$ cat src/rtl/adder_pipe.sv
// adder_pipe: segmented-carry pipelined add/sub with
// valid/ready handshake and registered ALU status flags.
module adder_pipe #(
  parameter int WIDTH  = 16,
  parameter int STAGES = 2
) (
  input  logic             clk,
  input  logic             rst_n,
  input  logic             in_valid,
  output logic             in_ready,
  input  logic [WIDTH-1:0] in_1,
  input  logic [WIDTH-1:0] in_2,
  input  logic [1:0]       op,
  input  logic             cin,
  output logic             out_valid,
  input  logic             out_ready,
  output logic [WIDTH-1:0] out,
  output logic             c_out,
  output logic             v_out,
  output logic             z_out,
  output logic             n_out
);
  localparam int SEG  = WIDTH / STAGES;
  localparam int LAST = STAGES - 1;

  logic             stall;
  logic [WIDTH-1:0] b_cond;
  logic             c0;

  logic [STAGES-1:0]            v_q, v_d;
  logic [STAGES-1:0]            c_q, c_d;
  logic [STAGES-1:0][WIDTH-1:0] a_q, a_d;
  logic [STAGES-1:0][WIDTH-1:0] b_q, b_d;
  logic [STAGES-1:0][WIDTH-1:0] s_q, s_d;

  logic [STAGES-1:0]            src_v, src_c;
  logic [STAGES-1:0][WIDTH-1:0] src_a, src_b, src_s;

  logic vf_d, vf_q;
  logic z_d, z_q;
  logic n_d, n_q;
  logic unused_tail;

  function automatic logic [SEG:0] seg_add(
    input logic [SEG-1:0] x,
    input logic [SEG-1:0] y,
    input logic           ci
  );
    return {1'b0, x} + {1'b0, y} + {{SEG{1'b0}}, ci};
  endfunction

  assign stall    = v_q[LAST] & ~out_ready;
  assign in_ready = ~stall;

  always_comb begin
    b_cond = in_2;
    c0     = 1'b0;
    unique case (op)
      2'b00: begin b_cond = in_2;  c0 = 1'b0; end
      2'b01: begin b_cond = ~in_2; c0 = 1'b1; end
      2'b10: begin b_cond = in_2;  c0 = cin;  end
      2'b11: begin b_cond = ~in_2; c0 = cin;  end
      default: ;
    endcase
  end

  // Stage s consumes the bundle registered by stage s-1.
  always_comb begin
    src_v    = '0;
    src_c    = '0;
    src_a    = '0;
    src_b    = '0;
    src_s    = '0;
    src_v[0] = in_valid & in_ready;
    src_c[0] = c0;
    src_a[0] = in_1;
    src_b[0] = b_cond;
    for (int s = 1; s < STAGES; s++) begin
      src_v[s] = v_q[s-1];
      src_c[s] = c_q[s-1];
      src_a[s] = a_q[s-1];
      src_b[s] = b_q[s-1];
      src_s[s] = s_q[s-1];
    end
  end

  always_comb begin
    logic [SEG:0] t;
    t   = '0;
    v_d = src_v;
    a_d = src_a;
    b_d = src_b;
    s_d = src_s;
    c_d = '0;
    for (int s = 0; s < STAGES; s++) begin
      t = seg_add(src_a[s][s*SEG +: SEG],
                  src_b[s][s*SEG +: SEG],
                  src_c[s]);
      s_d[s][s*SEG +: SEG] = t[SEG-1:0];
      c_d[s] = t[SEG];
    end
    // carry into the MSB recovered as a ^ b ^ sum at that bit
    vf_d = src_a[LAST][WIDTH-1] ^ src_b[LAST][WIDTH-1]
         ^ s_d[LAST][WIDTH-1] ^ c_d[LAST];
    z_d  = (s_d[LAST] == '0);
    n_d  = s_d[LAST][WIDTH-1];
  end

  always_ff @(posedge clk or negedge rst_n) begin
    if (!rst_n) begin
      v_q  <= '0;
      c_q  <= '0;
      a_q  <= '0;
      b_q  <= '0;
      s_q  <= '0;
      vf_q <= 1'b0;
      z_q  <= 1'b0;
      n_q  <= 1'b0;
    end else if (!stall) begin
      v_q  <= v_d;
      c_q  <= c_d;
      a_q  <= a_d;
      b_q  <= b_d;
      s_q  <= s_d;
      vf_q <= vf_d;
      z_q  <= z_d;
      n_q  <= n_d;
    end
  end

  assign unused_tail = ^{a_q[LAST], b_q[LAST]};

  assign out_valid = v_q[LAST];
  assign out       = s_q[LAST];
  assign c_out     = c_q[LAST];
  assign v_out     = vf_q;
  assign z_out     = z_q;
  assign n_out     = n_q;

endmodule
$ cat config.mk
export PLATFORM = sky130hd
export DESIGN_NAME = adder_pipe
export DESIGN_NICKNAME = d
export VERILOG_FILES = /design/src/rtl/adder_pipe.sv
export SDC_FILE = /design/constraint.sdc
export NUM_CORES = 1
export LEC_CHECK = 0
export CAP_MARGIN = 20
export CORE_MARGIN = 4
export CORE_UTILIZATION = 50
export CTS_BUF_LIST = sky130_fd_sc_hd__clkbuf_4 sky130_fd_sc_hd__clkbuf_8
export CTS_CLUSTER_DIAMETER = 120
export DETAILED_ROUTE_END_ITERATION = 7
export PLACE_DENSITY = 0.8
export SETUP_SLACK_MARGIN = 0.4
export SLEW_MARGIN = 20
export SYNTH_ARGS = -nofsm -noshare
export SYNTH_HDL_FRONTEND = slang
export SYNTH_SLANG_ARGS = --single-unit
export TNS_END_PERCENT = 20
$ cat constraint.sdc
create_clock -name clk -period 2.85 [get_ports clk]
set_input_delay 0.285 -clock clk [delete_from_list [all_inputs] [get_ports clk]]
set_output_delay 0.285 -clock clk [all_outputs]
set_load 0.05 [all_outputs]
==> flow_summary_export.csv, run 1 <==
group,metric,value,unit
outcome,status,"finished with violations",
outcome,violations,"negative hold slack",
timing,maxSlewViolCount,0,
route,ant_nets,0,
finish,layout.nets,390,
grt,track_usage,17.6,%
power,powerDensity,832,nW/um2
power,power.leakage,1.53,nW
cts,clk_pin_slew_worst_paths,0.08,ns
setup_path,critPathKind,"register to register",
setup_path,crit_family,"adder cells",
cts,root_buffer,"clkbuf_8",
timing,timing.final.crit_share,84.7,%
finish,areaGrowthSynthToFinish,31.8,%
route,dr.pass1.iters,4,
cts,hold_buffers,0,
power,ir_drop,484,uV
finish,drive_gt1_share,7.49,%
route,vias,2037,
power,p_clk_share,17.7,%
cts,cts_tree,"yes",
job,drv_cap,0,
timing,rsz0062_at_grt,"yes",
setup_path,crit_fanout,3,
synth,ys_dominant_reg_cell,"dfrtp_1",
setup_path,critPathLaunchType,"register",
synth,yosysSeqAreaShare,46.0,%
floorplanning,dieArea,6210,um2
setup_path,crit_slowest_cell,"fa_1",
timing,relSlewSlack,62.3,%
timing,fin_skew,0.00370,ns
synth,syn-cell-area,2500,um2
grt,grt_pass1_wl,8.62,mm
synth,synth_cell_types,35,
setup_path,cp-end-kind,"register",
cts,cts_sinks,46,
synth,ys_seq_elements,46,
floorplanning,die_w,78.8,um
timing,setup_violations,0,
finish,antennaDiodeCount,0,
synth,syn_nets,332,
setup_path,arrival,2.60,ns
power,sw_frac_of_total,41.2,%
power,comb_power_share,47.6,%
setup_path,worst_ep_required_time,3.04,ns
synth,synth_edf_count,0,
grt,gr-total-overflow,0,
grt,grt_pass1_vias,1942,
route,route.detailed.drc,0,
finish,fill_cells,402,
route,routedWlPerCell,12.4,um
place,finalWeightedCongestion,0.799,
power,power,2.75,mW
finish,regArea,1150,um2
route,via_per_inst,5.08,
route,dr.first_iter.drc_count,131,
setup_path,rr_startpoint,"c_q[0]$_DFFE_PN0N_",
finish,layout_common_cells,"84 x nand2_1, 57 x clkdlybuf4s50_1, 46 x dfrtp_1",
synth,ys_warn_count,0,
finish,multi_input_area,1280,um2
place,dp_hpwl,3.79,mm
power,p_int,1.61,mW
grt,grt_max_degree,50,
power,p_seq_share,34.7,%
setup_path,path_cells,"fa_1 -> fa_1 -> a21oi_1 -> o22ai_1 -> nor2_1 -> xnor2_1 -> nor2_1 -> a32o_2",
synth,synth-async-reset-ratio,100,%
cts,cts_setup_buffers,0,
timing,period_minus_slack,2.41,ns
power,power_switching,1.13,mW
cts,clockBufferDepth,2,
setup_path,r2r_slack,0.44,ns
floorplanning,die_height,78.8,um
floorplanning,core,4790,um2
floorplanning,ios,61,
cts,cts_made_buffers,5,
route,wirelength,4.97,mm
timing,max_freq,0.414,GHz
floorplanning,rows,25,
place,port_buffers,60,
cts,htree_num_levels,2,
floorplanning,start_util,52.3,%
min_path,hold_class,"primary input to async pin",
setup_path,r2r_cells,8,
timing,hold_viol_final,46,
timing,setup_tns,0,ns
timing,worst_pin_slew,0.566,ns
setup_path,crit_buf_inv,0,
grt,antenna_found_initial,0,
cts,worstSkewPairLatency,0.29,ns
synth,syn_avg_cell_area,9.11,um2
setup_path,max_stage_delay,0.51,ns
synth,syn_inst,275,
timing,hold_ws,-0.0230,ns
setup_path,r2r_end,"z_out$_DFFE_PN0N_",
finish,layout_commonest_cell,"nand2_1",
power by group through the flow:
stage | registers, mW | logic [mW] | clock network [mW]
5_1_grt | 0.983 | 1.42 | 0.524
4_1_cts | 0.955 | 1.31 | 0.498
3_5_place_dp | 0.968 | 1.31 | 0
2_1_floorplan | 1.32 | 0.526 | 0
6_report | 0.954 | 1.31 | 0.487
3_3_place_gp | 0.960 | 1.29 | 0
sequential cells by signal (all words and copies together) (netlist names):
register / flops
s_d: 8
v_q: 2
out: 16
c_q: 2
v_out: 1
a_d: 8
z_out: 1
b_d: 8
cell families (layout without fill, tap and decap cells):
family | Yosys count | after routing | synth area share [%]
compound gates | 46 | 46 | 11.4
flops | 46 | 46 | 46.0
simple gates | 115 | 115 | 18.5
xor+xnor | 27 | 27 | 9.44
fa+ha+maj | 18 | 18 | 10.2
buf+inv | 21 | 80 | 3.60
mux | 2 | 2 | 0.899
synthesized netlist by cell type (3+ instances only):
| master | count | share of area [%] |
|---|---|---|
| a21oi_1 | 12 | 2.4 |
| buf_2 | 6 | 1.2 |
| clkbuf_1 | 6 | 0.90 |
| dfrtp_1 | 46 | 46 |
| fa_1 | 4 | 3.2 |
| ha_1 | 14 | 7.0 |
| inv_1 | 7 | 1.0 |
| nand2_1 | 84 | 13 |
| nor2_1 | 15 | 2.2 |
| nor2b_1 | 3 | 0.75 |
| nor3_1 | 5 | 1.0 |
| o21ai_0 | 18 | 3.6 |
| xnor2_1 | 15 | 5.2 |
| xor2_1 | 12 | 4.2 |
through the flow:
step | instances | setup WS, ns | hold slack, ns | cell area [um2] | util (%)
finish | 401 | 0.437 | -0.0230 | 3300 | 69.0
global route | 401 | 0.303 | 0.0185 | 3300 | 69.0
CTS | 401 | 0.437 | 0.181 | 3290 | 68.7
detailed placement | 393 | 0.0765 | 0.454 | 3170 | 66.3
global placement | 393 | 0.168 | 0.448 | 3170 | 66.3
floorplan | 275 | 0.409 | -0.0106 | 2500 | -
metal layers:
metal	GRT usage [%]	part of all wire [%]	up-vias	wire (um)
met4	6.82	1.8	0	87
met5	0	0	-	0
met1	22.1	45	952	2250
met3	3.97	5.9	9	292
li1	-	-	1010	-
met2	29.5	47	66	2340
cell type report:
| class | count | share of cell area [%] |
|---|---|---|
| Clock buffer | 7 | 2.54 |
| Clock inverter | 1 | 0.909 |
| Inverter | 8 | 0.909 |
| Multi-Input combinational cell | 208 | 38.8 |
| Sequential cell | 46 | 34.9 |
| Tap cell | 67 | 2.54 |
| Timing Repair Buffer | 64 | 19.4 |
worst max path at each step:
stage                  startpoint             endpoint  slack [ns]  cells after the start
4_1_cts        c_q[0]$_DFFE_PN0N_    z_out$_DFFE_PN0N_        0.44                      8
3_5_place_dp                op[1]  s_d[22]$_DFFE_PN0N_        0.08                     11
5_1_grt                     op[1]  s_d[22]$_DFFE_PN0N_        0.30                     11
6_report       c_q[0]$_DFFE_PN0N_    z_out$_DFFE_PN0N_        0.44                      8
3_3_place_gp                op[1]  s_d[22]$_DFFE_PN0N_        0.17                     11
2_1_floorplan               op[0]  s_d[22]$_DFFE_PN0N_        0.41                     12
repair_timing:
item / in CTS / in global routing
pin swaps: 0 / 1
setup endpoints to repair: 1 / 6
gates resized for setup: 1 / 3
No activity file was read; power rests on OpenSTA's default activity.
==> run 2, diff against run 1 <==
Clock period 2.85 ns to 2.4 ns, I/O delays scaled along.
==> run 2 against run 1 <==
The run now ends clean. Hold slack improved by 0.39 ns. Critical endpoint unchanged. Worst setup slack got worse by 0.27 ns. Clock-buffer cell count is 1 lower. Critical path type unchanged. Total power up 26%. Global-route usage about the same. Largest cell class unchanged.
==> flow_summary_export.csv, run 2 (synthesis results as in run 1) <==
group,metric,value,unit
setup_path,arrival,2.42,ns
route,via_per_inst,4.99,
floorplanning,rows,25,
timing,max_freq,0.448,GHz
place,finalWeightedCongestion,0.823,
setup_path,r2r_cells,8,
place,port_buffers,60,
timing,hold_ws,0.371,ns
outcome,status,"complete, no violations",
route,ant_nets,0,
timing,setup_violations,0,
route,routedWlPerCell,12.7,um
cts,clockBufferDepth,2,
grt,track_usage,17.6,%
finish,final-instance-count-excl-fill,412,
power,power,3.45,mW
setup_path,cp-end-kind,"register",
timing,fin_skew,0.00758,ns
grt,gr-total-overflow,0,
finish,drive_gt1_share,13.0,%
setup_path,crit_fanout,2,
timing,maxSlewViolCount,0,
min_path,hold_class,"primary input to async pin",
floorplanning,die_height,78.8,um
timing,setup_tns,0,ns
finish,areaGrowthSynthToFinish,37.5,%
finish,layout_commonest_cell,"nand2_1",
finish,fin_util,72.0,%
route,route.detailed.drc,0,
finish,layout_common_cells,"84 x nand2_1, 54 x clkdlybuf4s50_1, 46 x dfrtp_1",
timing,worst_pin_slew,0.511,ns
route,vias,2055,
floorplanning,core,4790,um2
setup_path,critPathLaunchType,"register",
floorplanning,ios,61,
floorplanning,die_w,78.8,um
timing,timing.final.crit_share,93.0,%
cts,cts_tree,"yes",
grt,antenna_found_initial,0,
grt,grt_max_degree,47,
grt,grt_pass1_wl,8.76,mm
timing,hold_viol_final,0,
finish,antennaDiodeCount,0,
job,drv_cap,0,
setup_path,worst_ep_required_time,2.59,ns
place,dp_cells,398,
finish,layout.nets,401,
grt,grt_pass1_vias,1999,
place,dp_hpwl,3.89,mm
cts,htree_num_levels,2,
cts,worstSkewPairLatency,0.29,ns
timing,relSlewSlack,65.8,%
cts,cts_sinks,46,
cts,cts_made_buffers,5,
route,dr.pass1.iters,4,
route,wirelength,5.25,mm
route,dr.first_iter.drc_count,79,
setup_path,critPathKind,"register to register",
power,power.leakage,1.59,nW
floorplanning,start_util,52.3,%
power,ir_drop,624,uV
cts,clk_pin_slew_worst_paths,0.08,ns
finish,largest_reg_flops,16,
timing,period_minus_slack,2.23,ns
power,powerDensity,1000,nW/um2
timing,rsz0062_at_grt,"yes",
floorplanning,dieArea,6210,um2
cts,root_buffer,"clkbuf_8",
==> run 2: cell count changes in the layout (fill, tap and decap cells not counted), sizes merged, moves of 2 or more <==
cell,before,now
buf,6,16
clkdlybuf4s15,0,2
clkdlybuf4s50,57,54
dlygate4sd2,0,2
==> run 2: metrics by stage <==
| stage | setup slack [ns] | area [um2] |
|---|---|---|
| detailed placement | -0.257 | 3190 |
| CTS | 0.181 | 3390 |
| finish | 0.167 | 3440 |
| floorplan | 0.174 | 2520 |
| global placement | -0.125 | 3190 |
| global route | 0.0837 | 3440 |
==> run 2: routing by layer <==
| layer | GRT usage (%) | up-vias | wire [um] |
|---|---|---|---|
| met5 | 0 | - | 0 |
| met4 | 5.94 | 0 | 89 |
| met3 | 3.97 | 8 | 257 |
| met2 | 31.0 | 55 | 2590 |
| met1 | 21.1 | 960 | 2310 |
| li1 | - | 1032 | - |
==> run 2: layout make-up <==
cell class                      instances  area [um2]
Fill cell                             368        1340
Multi-Input combinational cell        208        1320
Sequential cell                        46        1150
Timing Repair Buffer                   75         719
Tap cell                               67        83.8
Clock buffer                            6        82.6
Clock inverter                          2        60.1
Inverter                                8        30.0
==> run 2: worst paths after layout <==
kind | startpoint | endpoint | slack, ns
max | c_q[0]$_DFFE_PN0N_ | z_out$_DFFE_PN0N_ | 0.17
min | rst_n | b_d[27]$_DFFE_PN0N_ | 0.37
min reg2reg | out[14]$_DFFE_PN0N_ | out[14]$_DFFE_PN0N_ | 0.47
min in group clk | out[14]$_DFFE_PN0N_ | out[14]$_DFFE_PN0N_ | 0.47
max reg2reg | c_q[0]$_DFFE_PN0N_ | z_out$_DFFE_PN0N_ | 0.17
max in group asynchronous | rst_n | out[12]$_DFFE_PN0N_ | 1.55
==> run 2: critical path, cell delays in order (launching register included) <==
cell	delay [ns]
dfrtp_1	0.43
fa_2	0.42
fa_2	0.39
a21oi_4	0.16
o22ai_2	0.11
nor2_1	0.12
xnor2_1	0.17
nor2_1	0.08
a32o_2	0.26
==> run 2: repair_timing <==
item,CTS,global route
resized for setup,18,2
endpoints found under the setup margin,10,11
pin swaps,11,4
buffers inserted,3,1
hold endpoints to repair,0,13
hold buffers,0,1
==> run 2: report_power, final <==
part / internal (mW) / switching (mW)
registers: 0.990 / 0.137
clock network: 0.444 / 0.250
logic: 0.637 / 0.995
==> run 3, diff against run 2 <==
Settings changed: MAX_ROUTING_LAYER from default to met4.
==> run 3 against run 2 <==
Sequential power is essentially flat. Highest routed layer unchanged. Largest cell class unchanged. Total power shrank 0.23%. First-iteration DRC count grew 18%. Clock-buffer cell count is the same. Via count shrank 0.78%. Wire length shrank 1.5%.
==> flow_summary_export.csv, run 3 (synthesis results as in run 1) <==
group,metric,value,unit
timing,rsz0062_at_grt,"yes",
timing,hold_viol_final,0,
setup_path,r2r_end,"z_out$_DFFE_PN0N_",
cts,root_buffer,"clkbuf_8",
setup_path,r2r_slack,0.17,ns
floorplanning,die_height,78.8,um
timing,max_freq,0.448,GHz
floorplanning,ios,61,
floorplanning,rows,25,
power,ir_drop,624,uV
floorplanning,start_util,52.3,%
route,dr.pass1.iters,4,
grt,grt_pass1_wl,8.79,mm
outcome,status,"complete, no violations",
setup_path,r2r_cells,8,
power,power.leakage,1.58,nW
route,ant_nets,0,
setup_path,cp-end-kind,"register",
place,dpl_cell_area,3190,um2
setup_path,crit_fanout,2,
setup_path,critPathLaunchType,"register",
cts,clk_pin_slew_worst_paths,0.08,ns
timing,timing.final.crit_share,92.9,%
power,powerDensity,1010,nW/um2
finish,fin_area,3430,um2
timing,setup_ws,0.169,ns
finish,layout_commonest_cell,"nand2_1",
place,pre_cts_ws,-0.257,ns
setup_path,arrival,2.42,ns
route,wirelength,5.17,mm
setup_path,worst_ep_required_time,2.58,ns
job,drv_cap,0,
min_path,hold_class,"register to register",
setup_path,startpoint,"c_q[0]$_DFFE_PN0N_",
setup_path,critPathKind,"register to register",
timing,relSlewSlack,62.6,%
power,p_int,2.07,mW
finish,final-instance-count-excl-fill,411,
power,sw_frac_of_total,40.0,%
finish,antennaDiodeCount,0,
timing,fin_skew,0.00712,ns
power,p_seq_share,32.7,%
route,dr.first_iter.drc_count,93,
finish,areaGrowthSynthToFinish,36.8,%
setup_path,rr_startpoint,"c_q[0]$_DFFE_PN0N_",
setup_path,cp-endpoint,"z_out$_DFFE_PN0N_",
min_path,min_from,"out[14]$_DFFE_PN0N_",
floorplanning,dieArea,6210,um2
grt,gr-total-overflow,0,
grt,track_usage,18.1,%
cts,clockBufferDepth,2,
grt,grt_pass1_vias,2002,
cts,cts_tree,"yes",
route,vias,2039,
grt,grt_max_degree,47,
finish,layout.nets,400,
timing,setup_violations,0,
route,via_per_inst,4.96,
place,port_buffers,60,
place,finalWeightedCongestion,0.835,
timing,maxSlewViolCount,0,
place,dp_cells,398,
floorplanning,core,4790,um2
cts,worstSkewPairLatency,0.29,ns
finish,layout_common_cells,"84 x nand2_1, 54 x clkdlybuf4s50_1, 46 x dfrtp_1",
place,dp_hpwl,3.89,mm
grt,antenna_found_initial,0,
route,route.detailed.drc,0,
floorplanning,die_w,78.8,um
timing,period_minus_slack,2.23,ns
power,comb_power_share,47.2,%
cts,htree_num_levels,2,
power,power,3.44,mW
route,routedWlPerCell,12.6,um
power,p_clk_share,20.1,%
finish,largest_reg_flops,16,
cts,cts_made_buffers,5,
power,power_switching,1.38,mW
finish,drive_gt1_share,12.8,%
timing,hold_ws,0.467,ns
timing,worst_pin_slew,0.561,ns
cts,cts_sinks,46,
-- run 3: changes by cell type in the layout (fill, tap and decap cells not counted), sizes merged --
| cell | before | now |
|---|---|---|
| buf | 16 | 15 |
-- run 3: how the worst min path moves through the flow --
stage / endpoint / depth (start not counted)
floorplan: a_d[24]$_DFFE_PN0N_ / 0
global placement: b_d[30]$_DFFE_PN0N_ / 1
detailed placement: b_d[27]$_DFFE_PN0N_ / 1
CTS: b_d[27]$_DFFE_PN0N_ / 1
global route: v_q[0]$_DFFE_PN0N_ / 3
finish: out[14]$_DFFE_PN0N_ / 2
-- run 3: critical path, cell delays in order, from the launching register on --
cell and delay (ns):
dfrtp_1 0.42, fa_2 0.42, fa_2 0.39, a21oi_4 0.16, o22ai_2 0.11, nor2_1 0.12
xnor2_1 0.17, nor2_1 0.08, a32o_2 0.26
-- run 3: timing repair --
action                                  CTS  global route
gates resized for setup                  18             2
pin swaps                                11             4
endpoints found under the setup margin   10            11
hold buffers                              0             1
buffers inserted                          3             1
hold endpoints to repair                  0            46
-- run 3: final cells by class --
class / count / area, um2
fill: 366 / 1360
multi-input combinational: 208 / 1320
sequential: 46 / 1150
timing repair buffer: 74 / 702
tap: 67 / 83.8
clock buffer: 6 / 82.6
clock inverter: 2 / 60.1
inverter: 8 / 30.0
-- run 3: power by group through the flow --
| stage | clock network (mW) | logic [mW] | registers [mW] |
|---|---|---|---|
| 2_1_floorplan | 0 | 0.628 | 1.57 |
| 3_3_place_gp | 0 | 1.55 | 1.14 |
| 6_report | 0.691 | 1.63 | 1.13 |
| 5_1_grt | 0.730 | 1.75 | 1.17 |
| 4_1_cts | 0.702 | 1.61 | 1.13 |
| 3_5_place_dp | 0 | 1.58 | 1.14 |
-- run 3: metrics by stage --
stage          util [%]  setup TNS [ns]
6_report           71.6               0
5_1_grt            71.6               0
4_1_cts            70.9               0
3_5_place_dp       66.7          -0.850
3_3_place_gp       66.7          -0.366
2_1_floorplan         -               0
-- run 3: layer usage --
layer / vias up / GRT usage, % / routed length, um
li1: 1032 / - / -
met1: 942 / 21.6 / 2270
met2: 57 / 30.9 / 2560
met3: 8 / 3.63 / 248
met4: 0 / 5.94 / 93
met5: - / - / 0
